### src/rtl/sprite_motion_ctrl.sv
// Frame-synchronous sprite position controller: manual placement from switches or
// automatic diagonal bounce, updated only on the edge that marks frame end.
module sprite_motion_ctrl #(
  parameter int HMAX    = 799,
  parameter int VMAX    = 520,
  parameter int COL_MAX = 15,
  parameter int ROW_MAX = 13
) (
  input  logic       clk,
  input  logic       clr,
  input  logic [9:0] hc,
  input  logic [9:0] vc,
  input  logic [7:0] sw,
  input  logic       mode,
  input  logic       pause,
  input  logic [1:0] speed,
  output logic [7:0] pos,
  output logic       frame_tick,
  output logic [1:0] dir,
  output logic [1:0] state
);

  typedef enum logic [1:0] {
    ST_MANUAL = 2'b00,
    ST_AUTO   = 2'b01,
    ST_PAUSED = 2'b10
  } state_e;

  localparam logic [9:0] HMAX_L = 10'(HMAX);
  localparam logic [9:0] VMAX_L = 10'(VMAX);
  localparam logic [3:0] COL_L  = 4'(COL_MAX);
  localparam logic [3:0] ROW_L  = 4'(ROW_MAX);

  state_e     state_q, state_d;
  logic [3:0] row_q, row_d, col_q, col_d;
  logic       dir_x_q, dir_x_d, dir_y_q, dir_y_d;
  logic [7:0] cnt_q, cnt_d;
  logic       tick_q;

  logic       tick_hit;
  logic [7:0] limit;
  logic [3:0] sw_row, sw_col;
  logic [4:0] col_step, row_step;

  // Returns {new_dir, new_coord}; an edge reflects in the same step so the coordinate
  // never leaves 0..vmax and never wraps.
  function automatic logic [4:0] bounce_step(input logic [3:0] v, input logic up,
                                             input logic [3:0] vmax);
    if (up) return (v == vmax) ? {1'b0, vmax - 4'd1} : {1'b1, v + 4'd1};
    else    return (v == 4'd0) ? {1'b1, 4'd1}        : {1'b0, v - 4'd1};
  endfunction

  // Exact compare: out-of-range counter values simply never match.
  assign tick_hit = (hc == HMAX_L) && (vc == VMAX_L);
  assign limit    = (8'd1 << speed) - 8'd1;
  assign sw_row   = (sw[7:4] > ROW_L) ? ROW_L : sw[7:4];
  assign sw_col   = (sw[3:0] > COL_L) ? COL_L : sw[3:0];
  assign col_step = bounce_step(col_q, dir_x_q, COL_L);
  assign row_step = bounce_step(row_q, dir_y_q, ROW_L);

  always_comb begin
    // NOTE: every next-state value defaults to hold first, so no path infers a latch.
    state_d = state_q;
    row_d   = row_q;
    col_d   = col_q;
    dir_x_d = dir_x_q;
    dir_y_d = dir_y_q;
    cnt_d   = cnt_q;
    if (tick_hit) begin
      if (!mode) begin
        state_d = ST_MANUAL;
        row_d   = sw_row;
        col_d   = sw_col;
        dir_x_d = 1'b1;
        dir_y_d = 1'b1;
        cnt_d   = 8'd0;
      end else if (pause) begin
        state_d = ST_PAUSED;
      end else begin
        state_d = ST_AUTO;
        // Entering AUTO (from MANUAL or PAUSED) holds position and count for that tick.
        if (state_q == ST_AUTO) begin
          if (cnt_q >= limit) begin
            {dir_x_d, col_d} = col_step;
            {dir_y_d, row_d} = row_step;
            cnt_d            = 8'd0;
          end else begin
            cnt_d = cnt_q + 8'd1;
          end
        end
      end
    end
  end

  // NOTE: sequential state uses non-blocking assignments; clr acts without a clock edge.
  always_ff @(posedge clk or posedge clr) begin
    if (clr) begin
      state_q <= ST_MANUAL;
      row_q   <= 4'd0;
      col_q   <= 4'd0;
      dir_x_q <= 1'b1;
      dir_y_q <= 1'b1;
      cnt_q   <= 8'd0;
      tick_q  <= 1'b0;
    end else begin
      state_q <= state_d;
      row_q   <= row_d;
      col_q   <= col_d;
      dir_x_q <= dir_x_d;
      dir_y_q <= dir_y_d;
      cnt_q   <= cnt_d;
      tick_q  <= tick_hit;
    end
  end

  assign pos        = {row_q, col_q};
  assign dir        = {dir_y_q, dir_x_q};
  assign state      = state_q;
  assign frame_tick = tick_q;

endmodule
### config.mk
export PLATFORM = sky130hd
export DESIGN_NAME = sprite_motion_ctrl
export DESIGN_NICKNAME = d
export VERILOG_FILES = /design/src/rtl/sprite_motion_ctrl.sv
export SDC_FILE = /design/constraint.sdc
export NUM_CORES = 1
export LEC_CHECK = 0
export ABC_AREA = 1
export CAP_MARGIN = 20
export CORE_MARGIN = 2
export CORE_UTILIZATION = 35
export DETAILED_ROUTE_END_ITERATION = 12
export SLEW_MARGIN = 20
export SYNTH_ARGS = -nofsm -noshare
export SYNTH_HDL_FRONTEND = slang
export SYNTH_SLANG_ARGS = --single-unit
### constraint.sdc
create_clock -name clk -period 1.96 [get_ports clk]
set_input_delay 0.392 -clock clk [delete_from_list [all_inputs] [get_ports clk]]
set_output_delay 0.392 -clock clk [all_outputs]
set_load 0.005 [all_outputs]
==> results of run 1 <==
==> power groups by stage <==
stage / Clock (uW) / Combinational [uW] / Sequential, uW
2_1_floorplan: 0 / 58.6 / 442
3_3_place_gp: 0 / 146 / 442
3_5_place_dp: 0 / 147 / 442
4_1_cts: 295 / 147 / 433
5_1_grt: 315 / 162 / 433
6_report: 285 / 145 / 433
==> state kept, by name, indices dropped and copies added, names as in the netlist <==
register / count
row_q: 4
col_q: 4
dir_y_q: 1
dir_x_q: 1
frame_tick: 1
state: 2
cnt_q: 8
==> synth_stat cells, drive strengths merged, types with 2 or more instances <==
library cell  instances
ha                    7
nand3b                2
dfstp                 2
nand4                 7
buf                   6
nand3                25
nor2                 39
nor3                  5
a21oi                 5
xor2                  2
inv                  44
nand2                82
o21ai                10
dfrtp                19
==> routing by layer <==
metal,up-vias,global-route usage (%)
li1,925,-
met1,767,19.9
met2,36,28.1
met3,2,2.95
met4,0,1.79
met5,-,0
==> through the flow <==
step | util [%] | instances | setup WS [ns] | area, sq um
after global routing | 50.0 | 381 | 0.0144 | 2390
after global placement | 48.3 | 376 | -0.349 | 2310
final | 50.0 | 381 | 0.131 | 2390
after detailed placement | 48.3 | 376 | -0.408 | 2310
after floorplan | - | 264 | 0.199 | 1770
after CTS | 49.7 | 381 | 0.0127 | 2380
==> worst min-delay path by stage <==
stage          cells past startpoint  startpoint       end
2_1_floorplan                      1         clr  cnt_q[0]
3_3_place_gp                       2    cnt_q[7]  cnt_q[7]
3_5_place_dp                       2    cnt_q[5]  cnt_q[5]
4_1_cts                            3         clr  row_q[0]
5_1_grt                            3         clr  row_q[0]
6_report                           3         clr  row_q[0]
==> final cells by class <==
| type | count | area [sq um] |
|---|---|---|
| timing repair buffer | 52 | 507 |
| sequential | 21 | 528 |
| fill | 497 | 2390 |
| tap | 67 | 83.8 |
| clock inverter | 1 | 5.00 |
| inverter | 45 | 169 |
| multi-input combinational | 192 | 1060 |
| clock buffer | 3 | 41.3 |
==> cell usage in the layout (no fill, tap or decap), types with 4 or more instances in the layout <==
master / n
nand2_2: 8
nor2_4: 4
nor2_1: 27
nor2_2: 7
clkdlybuf4s50_1: 44
a21oi_1: 5
nand3_1: 24
buf_4: 6
ha_1: 7
o21ai_0: 6
nand2_1: 73
dfrtp_1: 19
inv_1: 41
nand4_1: 6
==> cells by family after synthesis <==
logic type               count (synthesis)
AO/OA/AOI/OAI                           19
XOR/XNOR                                 3
adder cells (fa/ha/maj)                  7
buffers and inverters                   51
flip-flops                              21
other                                    1
AND/OR/NAND/NOR                        162
==> worst max-delay path, delay by kind of cell <==
family                   cells  cell delay (ns)
AO/OA/AOI/OAI                1             0.08
adder cells (fa/ha/maj)      1             0.27
buffers and inverters        3             0.49
AND/OR/NAND/NOR              6             0.78
==> repair_timing <==
action                                  CTS  global route
buffers inserted                          1             0
pin swaps                                 2             0
endpoints found under the setup margin    9            14
resized for setup                         5             3
==> metrics.cfg, run 1 <==
[placement]
hpwl_um=3200
place.gp.congestion=0.765
port_buffers=46

[clocking]
cts_max_level=1
cts-root-buf=clkbuf_8
numCtsBuffers=3
clock_path_buffers=2
cts_sinks=21
cts-hold-fix-buffers=0
clk_pin_slew_ns=0.08
clock_latency_ns=0.26
cts_tree=yes

[worst_setup_path]
crit_type=input pin to flop
crit_chain=dlygate4sd2_1, or2_2, ha_1, nand2_1, inv_1, nand2_2, nand4_1, buf_4, nor3_2, nand2_1, o21ai_1
rr_startpoint=cnt_q[1]
critPathCapture=cnt_q[2]
reg2reg_depth=9
cp_common_cell=nand2_1
end_kind=flop
path_max_fanout=3
max_stage_delay_ns=0.30
r2r_end=col_q[0]
worst_ep_required_time_ns=2.15
critPathLaunchType=input pin
cp_slowest_cell=or2_2
startpoint=speed[1]
reg2reg_slack_ns=0.23
worstPathArrival_ns=2.01

[synthesis]
yosysWarnings=0
yosys.area_share.simple_pct=45.5
synth_top_area_share_pct=26.9
synthTopCellsByArea=dfrtp_1 27%, nand2_1 16%, inv_1 8.7%, nand3_1 6.8%, nor2_1 5.9%
synth_area_per_cell_sq_um=6.70
ys_seq_elements=21
syn_nets=305
yosysSeqAreaShare_pct=29.9
synthFlopType=dfrtp_1
yosys.area.top_type=dfrtp_1
ys_async_sr_fraction_pct=100
synth_xor_area_share_pct=1.49
synthAdderAreaFrac_pct=4.95
synthCells=264
synth_top_family_by_area=simple AND/OR/NAND/NOR gates
synth_compound_area_share_pct=6.30
synth.cell_area_sq_um=1770
synth_edf_count=0
synth_cell_types=36
muxShareOfSynthArea_pct=0

[route]
routed_wl_um=4020
wl_met1_um=1890
ant_nets=0
routed.top_layer=met4
dr_total_vias=1730
dr.pass1.iters=4
viasPerCell=4.54
drc=0
wl_per_cell_um=10.6
drt_iter0_markers=102
dr_wl_met2_um=1940
wl_met3_um=175

[floorplan]
core_area_sq_um=4790
start_util_pct=36.9
io_pins=47
row_count=25
die_h_um=75.1
die_w_um=75.1
dieArea_sq_um=5640

[pwr]
comb_power_share_pct=16.8
p_clk_share_pct=33.0
seqPwrFrac_pct=50.2
switchingPower_uw=207
power_density_nw_per_um2=361
power_uw=863
p_sw_share_pct=24.0
p_leak_uw=0.00118
ir_worst_vdd_v=0.000289
intPower_uw=656

[sta]
fmax_mhz=547
tns_ns=0
rsz0062_at_grt=no
finClkSkew_ns=0.00502
hold_violations=0
min_period_over_period_pct=93.3
drv_slew=0
setup_viol=0
fin_crit_ns=1.83
timing.hold.ws_ns=0.465

[cells_and_area]
area_growth_pct=35.3
diodes=0
layout-drive-gt1-share_pct=14.3
final_nets=356

[global_route]
grt_first_pass_wirelength_um=6880
grt_pass1_vias=1595
antenna_found_initial=0
grt_max_degree=22
overflow=0
grt_use_total_pct=15.6

[job]
max-cap-violations=0

[worst_hold_path]
min_path_type=input pin to asynchronous set/reset pin

[status]
status=complete, no violations

Note: power is estimated with default switching activity, not from simulation.
==> run 2, diff against run 1 <==
- RECOVER_POWER: not set -> 25
==> metrics.cfg, run 2 (synthesis results as in run 1) <==
[status]
status=complete, no violations

[sta]
fmax_mhz=547
drv_slew=0
min_period_over_period_pct=93.3
tightest_slew_ns=1.17
fin_crit_ns=1.83
slew_headroom_pct=22.2
finClkSkew_ns=0.00502
setup_viol=0
tns_ns=0
hold_violations=0
rsz0062_at_grt=no

[cells_and_area]
diodes=0
area_growth_pct=35.1
final_nets=356
final_common_cell=nand2_1
reg_top3=cnt_q x8, col_q x4, row_q x4
post-route-util_pct=49.9
layout-drive-gt1-share_pct=14.0
mostFrequentLayoutCells=73 x nand2_1, 43 x clkdlybuf4s50_1, 41 x inv_1
largest_reg_flops=8
top_register=cnt_q

[route]
drc=0
drt_iter0_markers=102
wl_met3_um=175
dr_total_vias=1730
viasPerCell=4.54
dr_wl_met2_um=1940
wl_per_cell_um=10.5
ant_nets=0
wl_met1_um=1890
routed_wl_um=4020
routed.top_layer=met4
dr.pass1.iters=4

[pwr]
p_leak_uw=0.00117
power_uw=862
ir_worst_vdd_v=0.000289
power_density_nw_per_um2=361

[clocking]
cts_tree=yes
cts_max_level=1
numCtsBuffers=3
clock_path_buffers=2
cts_sinks=21
clk_pin_slew_ns=0.08
cts-root-buf=clkbuf_8
cts-hold-fix-buffers=0
clock_latency_ns=0.26

[global_route]
overflow=0
grt_first_pass_wirelength_um=6880
grt_use_total_pct=15.6
grt_max_degree=22
grt_pass1_vias=1595
antenna_found_initial=0

[worst_setup_path]
critPathLaunchType=input pin
crit_chain=dlygate4sd2_1, or2_2, ha_1, nand2_1, inv_1, nand2_2, nand4_1, buf_4, nor3_2, nand2_1, o21ai_1
critPathBufInv=3
end_kind=flop
crit_type=input pin to flop
worst_ep_required_time_ns=2.15
cp_slowest_cell=or2_2
reg2reg_depth=9
path_delay_family=simple AND/OR/NAND/NOR gates
crit_cells=11
r2r_end=col_q[0]
path_max_fanout=3
rr_startpoint=cnt_q[1]
reg2reg_slack_ns=0.23
cp_common_cell=nand2_1
max_stage_delay_ns=0.30
worstPathArrival_ns=2.01

[floorplan]
start_util_pct=36.9
die_h_um=75.1
row_count=25
io_pins=47
die_w_um=75.1
core_area_sq_um=4790
dieArea_sq_um=5640

[placement]
port_buffers=46
place.gp.congestion=0.765
hpwl_um=3200

[worst_hold_path]
hold_depth=2
whs_endpoint=cnt_q[5]
hp-start=cnt_q[5]
min_path_type=flop to flop

[job]
max-cap-violations=0

-- run 2: how the worst max path moves through the flow --
stage             start       end  slack, ns
6_report       speed[1]  cnt_q[2]       0.13
5_1_grt        speed[1]  cnt_q[2]       0.01
4_1_cts        speed[0]  row_q[2]       0.01
3_5_place_dp   speed[1]  row_q[1]      -0.41
3_3_place_gp   speed[1]  col_q[3]      -0.35
2_1_floorplan  speed[1]  row_q[2]       0.20
-- run 2: where the power goes --
part / total, uW / internal [uW] / switching [uW]
clock: 285 / 141 / 143
combinational: 144 / 79.7 / 64.0
sequential: 433 / 433 / 0.0187
-- run 2: repair_timing --
| item | 4_1_cts | 5_1_grt |
|---|---|---|
| gates resized for setup | 5 | 3 |
| setup endpoints to repair | 9 | 14 |
| buffers inserted | 1 | 0 |
| pin swaps | 2 | 0 |
-- run 2: layer usage --
metal | global-route usage, % | up-vias
met4 | 1.79 | 0
met2 | 28.1 | 36
met1 | 19.9 | 767
li1 | - | 925
met5 | 0 | -
met3 | 2.95 | 2
-- run 2: area by class of cell --
cell class / count / area, sq um
Fill cell: 499 / 2400
Multi-Input combinational cell: 192 / 1060
Sequential cell: 21 / 528
Timing Repair Buffer: 52 / 503
Inverter: 45 / 169
Tap cell: 67 / 83.8
Clock buffer: 3 / 41.3
Clock inverter: 1 / 5.00
-- run 2: worst min-delay path: stages (launching register included) --
cell and delay [ns]:
dfrtp_1 0.33, inv_1 0.04, nor2_1 0.08
-- run 2: through the flow --
| stage | instance area [sq um] | hold slack [ns] | std cells | setup slack (ns) |
|---|---|---|---|---|
| 2_1_floorplan | 1770 | 0.367 | 264 | 0.199 |
| 3_5_place_dp | 2310 | 0.484 | 376 | -0.408 |
| 4_1_cts | 2380 | 0.474 | 381 | 0.0127 |
| 6_report | 2390 | 0.492 | 381 | 0.131 |
| 3_3_place_gp | 2310 | 0.474 | 376 | -0.349 |
| 5_1_grt | 2390 | 0.531 | 381 | 0.0144 |
==> run 3, diff against run 2 <==
- SKIP_CTS_REPAIR_TIMING: not set -> 1
==> metrics.cfg, run 3 (synthesis results as in run 1) <==
[sta]
finClkSkew_ns=0.00432
slew_headroom_pct=22.9
setup_viol=0
fin_crit_ns=1.77
hold_violations=0
rsz0062_at_grt=no
fmax_mhz=565
drv_slew=0
tightest_slew_ns=1.16
min_period_over_period_pct=90.4
timing.hold.ws_ns=0.492

[cells_and_area]
fin_cells=381
diodes=0
mostFrequentLayoutCells=73 x nand2_1, 43 x clkdlybuf4s50_1, 41 x inv_1
top_register=cnt_q
layout-drive-gt1-share_pct=13.4
largest_reg_flops=8
final_common_cell=nand2_1
final_nets=356
reg_top3=cnt_q x8, col_q x4, row_q x4
area_growth_pct=34.5
post-route-util_pct=49.7

[job]
max-cap-violations=0

[clocking]
clock_latency_ns=0.26
cts_tree=yes
cts_max_level=1
numCtsBuffers=3
clk_pin_slew_ns=0.08
cts_sinks=21
clock_path_buffers=2
cts-root-buf=clkbuf_8

[route]
drt_iter0_markers=97
viasPerCell=4.52
dr_total_vias=1721
dr.pass1.iters=4
wl_per_cell_um=10.5
drc=0
routed_wl_um=4000
ant_nets=0

[worst_setup_path]
cp_slowest_cell=or2_2
max_stage_delay_ns=0.30
crit_type=input pin to flop
worstPathArrival_ns=1.97
path_max_fanout=3
end_kind=flop
worst_ep_required_time_ns=2.16
critPathLaunchType=input pin
crit_chain=dlymetal6s2s_1, or2_2, ha_1, nand2_1, inv_1, nand2_2, nand4_1, nor2_2, buf_4, nand3_1, nand2_1
cp_common_cell=nand2_1

[floorplan]
dieArea_sq_um=5640
core_area_sq_um=4790
io_pins=47
start_util_pct=36.9
die_h_um=75.1
row_count=25
die_w_um=75.1

[placement]
dp_cells=376
place.gp.congestion=0.765
hpwl_um=3200
port_buffers=46

[pwr]
comb_power_share_pct=16.6
power_density_nw_per_um2=363
p_sw_share_pct=24.1
p_clk_share_pct=33.1
seqPwrFrac_pct=50.2
p_leak_uw=0.00118
switchingPower_uw=207
ir_worst_vdd_v=0.000292
power_uw=862
intPower_uw=655

[global_route]
grt_first_pass_wirelength_um=6840
grt_use_total_pct=15.5
grt_max_degree=22
overflow=0
antenna_found_initial=0
grt_pass1_vias=1580

[status]
status=complete, no violations

[worst_hold_path]
min_path_type=flop to flop

==> run 3: cell count changes in the layout (fill, tap and decap cells not counted), sizes merged <==
cell | before | now
dlymetal6s2s | 1 | 2
dlygate4sd2 | 1 | 0
==> run 3: power by group through the flow <==
| stage | clock, uW | combinational (uW) | sequential (uW) |
|---|---|---|---|
| detailed placement | 0 | 147 | 442 |
| CTS | 295 | 147 | 433 |
| floorplan | 0 | 58.6 | 442 |
| global placement | 0 | 146 | 442 |
| finish | 286 | 143 | 433 |
| global route | 315 | 161 | 433 |
==> run 3: metal layers <==
metal,GRT usage (%),vias up,part of all wire [%]
met5,0,-,0
met4,1.79,0,0.42
met3,2.95,2,4.4
met2,27.7,36,49
met1,20.0,762,46
li1,-,921,-
==> run 3: through the flow <==
stage	worst slack (ns)	setup TNS, ns	instance area (sq um)
2_1_floorplan	0.199	0	1770
3_3_place_gp	-0.349	-3.88	2310
3_5_place_dp	-0.408	-4.46	2310
4_1_cts	-0.130	-0.639	2360
5_1_grt	0.0387	0	2380
6_report	0.189	0	2380
==> run 3: area by class of cell <==
type                            count  area (sq um)
Clock buffer                        3          41.3
Timing Repair Buffer               52           507
Sequential cell                    21           528
Fill cell                         503          2410
Clock inverter                      1          5.00
Inverter                           45           169
Multi-Input combinational cell    192          1040
Tap cell                           67          83.8
==> run 3: worst paths after layout <==
path | from | endpoint | slack (ns) | cells past startpoint
setup / recovery | speed[1] | cnt_q[1] | 0.19 | 11
hold / removal | cnt_q[5] | cnt_q[5] | 0.49 | 2
setup reg to reg | cnt_q[1] | col_q[0] | 0.23 | 9
hold reg to reg | cnt_q[5] | cnt_q[5] | 0.49 | 2
max in group asynchronous | clr | cnt_q[2] | 0.34 | 3
min in group asynchronous | clr | row_q[0] | 0.94 | 3
==> run 3: worst max-delay path: cells and delay by family <==
kind                       cells  cell delay (ns)
buffers and inverters          3             0.32
and+or+nand+nor                7             0.99
adders and majority gates      1             0.27
==> edit 1, RTL diff (flow settings as in run 2) <==
The output `frame_tick` loses its register stage (`tick_q` becomes a continuous assignment).
--- a/src/rtl/sprite_motion_ctrl.sv
+++ b/src/rtl/sprite_motion_ctrl.sv
@@ -101,7 +101,6 @@
       dir_x_q <= 1'b1;
       dir_y_q <= 1'b1;
       cnt_q   <= 8'd0;
-      tick_q  <= 1'b0;
     end else begin
       state_q <= state_d;
       row_q   <= row_d;
@@ -109,9 +108,10 @@
       dir_x_q <= dir_x_d;
       dir_y_q <= dir_y_d;
       cnt_q   <= cnt_d;
-      tick_q  <= tick_hit;
     end
   end
+
+  assign tick_q = tick_hit;
 
   assign pos        = {row_q, col_q};
   assign dir        = {dir_y_q, dir_x_q};
Check against the original RTL: not equivalent (Yosys sat finds a counterexample within 4 cycles, from zero or initial values).
==> edit 1 against run 2 <==
- synthesized area shrank 4.3%
- die area down 4.1%
- register-to-register slack better by 100 ps
- utilization up 2.7 points
- power rose by 13%
- highest routed layer unchanged
- final area is 3.4% higher
- hold slack improved by 2.5 ps
- routed wire length increased by 5.2%
- setup slack lost 26 ps
- sequential share of layout area fell by 1.7 points
- sequential cell count down 1
==> edit 1: results (changes against run 2) <==
[routing]
drt_first_pass_iters = 6  ; +2
met3_length_um = 147  ; -16%
wl_met2_um = 2019  ; +4.2%
wl_per_cell_um = 11.21  ; +6.3%
wl_met1_um = 2034  ; +7.7%
vias = 1774  ; +2.5%
drt-initial-drc-count = 87  ; -15%

[synth]
yosys.area_share.xor_xnor = 0.02071  ; +0.005848
synth_cell_type_count = 34  ; -5.6%
ys_seq_area_frac = 0.2973  ; -0.001318
syn_nets = 299  ; -2.0%
synthTopCellsByArea = dfrtp_1 (27%), nand2_1 (18%), nand3_1 (8.3%), inv_1 (8.2%), ha_1 (5.2%)
synthAdderAreaFrac = 0.05178  ; +0.002235
synthTopCellsByCount = nand2_1 (82), inv_1 (37), nand3_1 (28)
synth_compound_area_frac = 0.08432  ; +0.02133

[cells_and_area]
drive_gt1_frac = 0.1548  ; +0.01467
inv_count = 39  ; -13%
buffers = 67  ; +29%
buf_share = 0.2508  ; +0.04018
fin_nets = 365  ; +2.5%
multi_input_area_sq_um = 1062  ; +0.35%
sh_seq_area = 0.2036  ; -0.01741
clock_cell_area_share = 0.02888  ; +0.009493
multi_input_comb_cells = 193  ; +0.52%
fillers = 458  ; -8.2%

[global_route]
grt_pass1_vias = 1720  ; +7.8%
grt_pass1_wl_um = 7431  ; +8.0%
grt_max_degree = 21  ; -4.5%
use_met3 = 0.01920  ; -0.01025
antenna_found_initial = 0  ; unchanged
track_usage = 0.1723  ; +0.01650
met1_usage = 0.2381  ; +0.03880

[timing]
timing.hold.ws_ps = 494.4  ; +2.506 ps
worst_pin_slew_ps = 1054  ; -112.9 ps
fin_skew_ps = 6.724  ; +1.705 ps

[setup_path]
r2r_setup_slack_ps = 330  ; +100 ps
critical_path.max_fanout = 4  ; +1

[power_and_ir_drop]
power.leakage_nw = 1.229  ; +4.6%
power.switching_mw = 0.1984  ; -4.3%
ir_drop_v = 0.0003739  ; +29%
powerDensity_nw_per_um2 = 394.1  ; +9.3%

[clock_network]
clock_sinks = 20  ; -4.8%
cts_resized = 4  ; -1
cts_buffers = 3  ; unchanged
clock_latency_ps = 260  ; about the same

[placement]
placed_area_sq_um = 2341  ; +1.2%
gp_congestion = 0.9202  ; +20%
place_hpwl_um = 3333  ; +4.0%

[status]
status = completed

==> edit 1: changes by cell type in the layout (fill, tap and decap cells not counted), moves of 3 or more <==
cell,before,now
nor2_1,27,21
nand3_1,24,28
nor3_1,1,4
inv_1,41,36
nand2_2,8,3
a21oi_1,5,2
nor2_2,7,3
buf_4,5,18
nor3_2,3,0
o21bai_1,0,8
nand2_1,73,81
==> edit 1: critical path, cell delays in order <==
cell             delay (ps)
clkdlybuf4s50_1         420
or2_4                   230
ha_1                    270
nand4_1                 110
nand4_4                 110
nor2_4                  180
buf_6                   120
nor2_1                   40
nand2_1                  60
nand2_1                  60
==> edit 1: path summary, 6_finish.rpt <==
check / from / endpoint / cells after the start
worst max-delay path: speed[0] / col_q[2] / 10
min in group asynchronous: clr / cnt_q[0] / 3
worst min register to register: cnt_q[6] / cnt_q[6] / 2
worst max register to register: cnt_q[3] / col_q[2] / 8
max in group asynchronous: clr / cnt_q[2] / 3
worst min-delay path: cnt_q[6] / cnt_q[6] / 2
==> edit 1: power groups by stage <==
| stage | clock network, mW | registers, mW | logic (mW) |
|---|---|---|---|
| 6_report | 0.409 | 0.413 | 0.152 |
| 3_5_place_dp | 0 | 0.421 | 0.150 |
| 5_1_grt | 0.434 | 0.413 | 0.171 |
| 2_1_floorplan | 0 | 0.421 | 0.0509 |
| 4_1_cts | 0.415 | 0.413 | 0.151 |
| 3_3_place_gp | 0 | 0.421 | 0.149 |
==> edit 1: stage by stage <==
stage          power [mW]  worst slack, ps  std cells
2_1_floorplan      0.4715            249.2        258
4_1_cts            0.9789           -5.811        377
3_5_place_dp       0.5705           -306.3        373
6_report           0.9735            104.9        377
3_3_place_gp       0.5693           -281.1        373
5_1_grt             1.017            27.91        377
==> edit 2, RTL diff (settings of run 2) <==
Made on the original files. Set the parameter `HMAX` to 399 (it was 799).
--- a/src/rtl/sprite_motion_ctrl.sv
+++ b/src/rtl/sprite_motion_ctrl.sv
@@ -1,7 +1,7 @@
 // Frame-synchronous sprite position controller: manual placement from switches or
 // automatic diagonal bounce, updated only on the edge that marks frame end.
 module sprite_motion_ctrl #(
-  parameter int HMAX    = 799,
+  parameter int HMAX    = 399,
   parameter int VMAX    = 520,
   parameter int COL_MAX = 15,
   parameter int ROW_MAX = 13
Behaviour: not the same (Yosys sat finds a counterexample within 4 cycles, from zero or initial values).
==> edit 2 against run 2 <==
- power grew 0.29%
- largest power group unchanged
- synthesized area shrank 2.8%
- via count grew 1.5%
- critical path type unchanged
- routed wire length shrank 4.7%
- sequential cell count is the same
- final area shrank 0.63%
- setup slack gained 13 ps
==> edit 2: results (changes against run 2) <==
[status]
status = completed

[synth]
ys.flop_type = dfrtp_1
ys_async_sr_fraction = 1.000  ; unchanged
synthAdderAreaFrac = 0.05095  ; +0.001406
synthTopCellsByCount = nand2_1 (83), inv_1 (44), nor2_1 (34)
synth_compound_area_frac = 0.07205  ; +0.009066
syn_nets = 314  ; +3.0%
yosys.area_share.xor_xnor = 0.01528  ; +0.0004218
postSynthCellCount = 273  ; +3.4%
ys_seq_area_frac = 0.3071  ; +0.008477
synthTopCellsByArea = dfrtp_1 (28%), nand2_1 (18%), inv_1 (9.6%), nor2_1 (7.4%), nand3_1 (6.7%)
synth_cell_type_count = 33  ; -8.3%

[setup_path]
slowest_delay_ps = 410  ; +110 ps
r2r_cells = 10  ; +1
crit_slowest_cell = clkdlybuf4s50_1
worstPathArrival_ps = 2010  ; about the same

[clock_network]
clockBufferDepth = 2  ; unchanged
root_buffer = clkbuf_8
cts_setup_buffers = 0  ; -1

[global_route]
grt_pass1_vias = 1588  ; -0.44%
grt_pass1_wl_um = 6658  ; -3.2%
track_usage = 0.1558  ; about the same
grt_max_degree = 22  ; unchanged
antenna_found_initial = 0  ; unchanged

[min_path]
hp-class = reg2reg
holdPathStages = 2  ; unchanged

[routing]
vias = 1756  ; +1.5%
drt-initial-drc-count = 64  ; -37%
wl_per_cell_um = 9.776  ; -7.3%
drt_first_pass_iters = 4  ; unchanged

[cells_and_area]
fin_area_sq_um = 2374  ; -0.63%
fin_cells = 392  ; +2.9%
drive_gt1_frac = 0.1046  ; -0.03551
fin_nets = 367  ; +3.1%
fillers = 490  ; -1.8%

[power_and_ir_drop]
power.leakage_nw = 1.189  ; +1.2%
sw_frac_of_total = 0.2372  ; -0.003483
ir_drop_v = 0.0002882  ; -0.32%

[placement]
gp_congestion = 0.8766  ; +15%
place_hpwl_um = 3196  ; -0.25%
placed_area_sq_um = 2301  ; -0.49%
place_ws_ps = -258.6  ; +149.9 ps

[timing]
fin_skew_ps = 0.9148  ; -4.104 ps
slew_headroom = 0.2417  ; +0.01954

[edit 2: cell types whose count changed in the layout (fill, tap and decap cells not counted), moves of 3 or more]
cell | run 2 | this run
nor2_4 | 4 | 1
o21ai_1 | 2 | 9
nor2_1 | 27 | 32
o21ai_0 | 6 | 3
inv_1 | 41 | 44
nor2_2 | 7 | 4
nand2_1 | 73 | 82
nand2_2 | 8 | 2
[edit 2: layout make-up]
type                            count  share of cell area
Clock inverter                      1            0.002109
Clock buffer                        3             0.01740
Tap cell                           67             0.03532
Inverter                           50             0.07907
Multi-Input combinational cell    195              0.4164
Sequential cell                    21              0.2225
Timing Repair Buffer               55              0.2272
[edit 2: per-layer routing]
layer	GRT usage	share of wire
met1	0.1968	0.47
met2	0.2688	0.47
met3	0.02575	0.041
met4	0.05455	0.014
met5	0	0
[edit 2: final timing paths]
path | slack (ps) | end | start
worst min-delay path | 500 | cnt_q[6] | cnt_q[6]
min in group asynchronous | 920 | row_q[3] | clr
worst max register to register | 340 | col_q[2] | col_q[0]
worst max-delay path | 140 | cnt_q[0] | speed[0]
worst min register to register | 500 | cnt_q[6] | cnt_q[6]
max in group asynchronous | 360 | col_q[1] | clr
[edit 2: power by group through the flow]
stage,logic (mW),registers (mW),clock network [mW]
final,0.149,0.433,0.282
after floorplan,0.0585,0.442,0
after global placement,0.149,0.442,0
after detailed placement,0.150,0.442,0
after global routing,0.167,0.433,0.315
after CTS,0.150,0.433,0.297
[edit 2: worst register-to-register path, cell delays in order (launching register included)]
cell and delay [ps]:
dfrtp_1 440, inv_1 150, ha_1 220, inv_1 70
nor2_1 120, nand2_1 60, nand2_1 60, o21ai_0 70
o21ai_0 210, nand2_1 90, nand2_1 70
[edit 2: what timing repair did]
action,CTS,global route
gates resized for setup,0,7
endpoints found under the setup margin,0,15
hold buffers,0,0
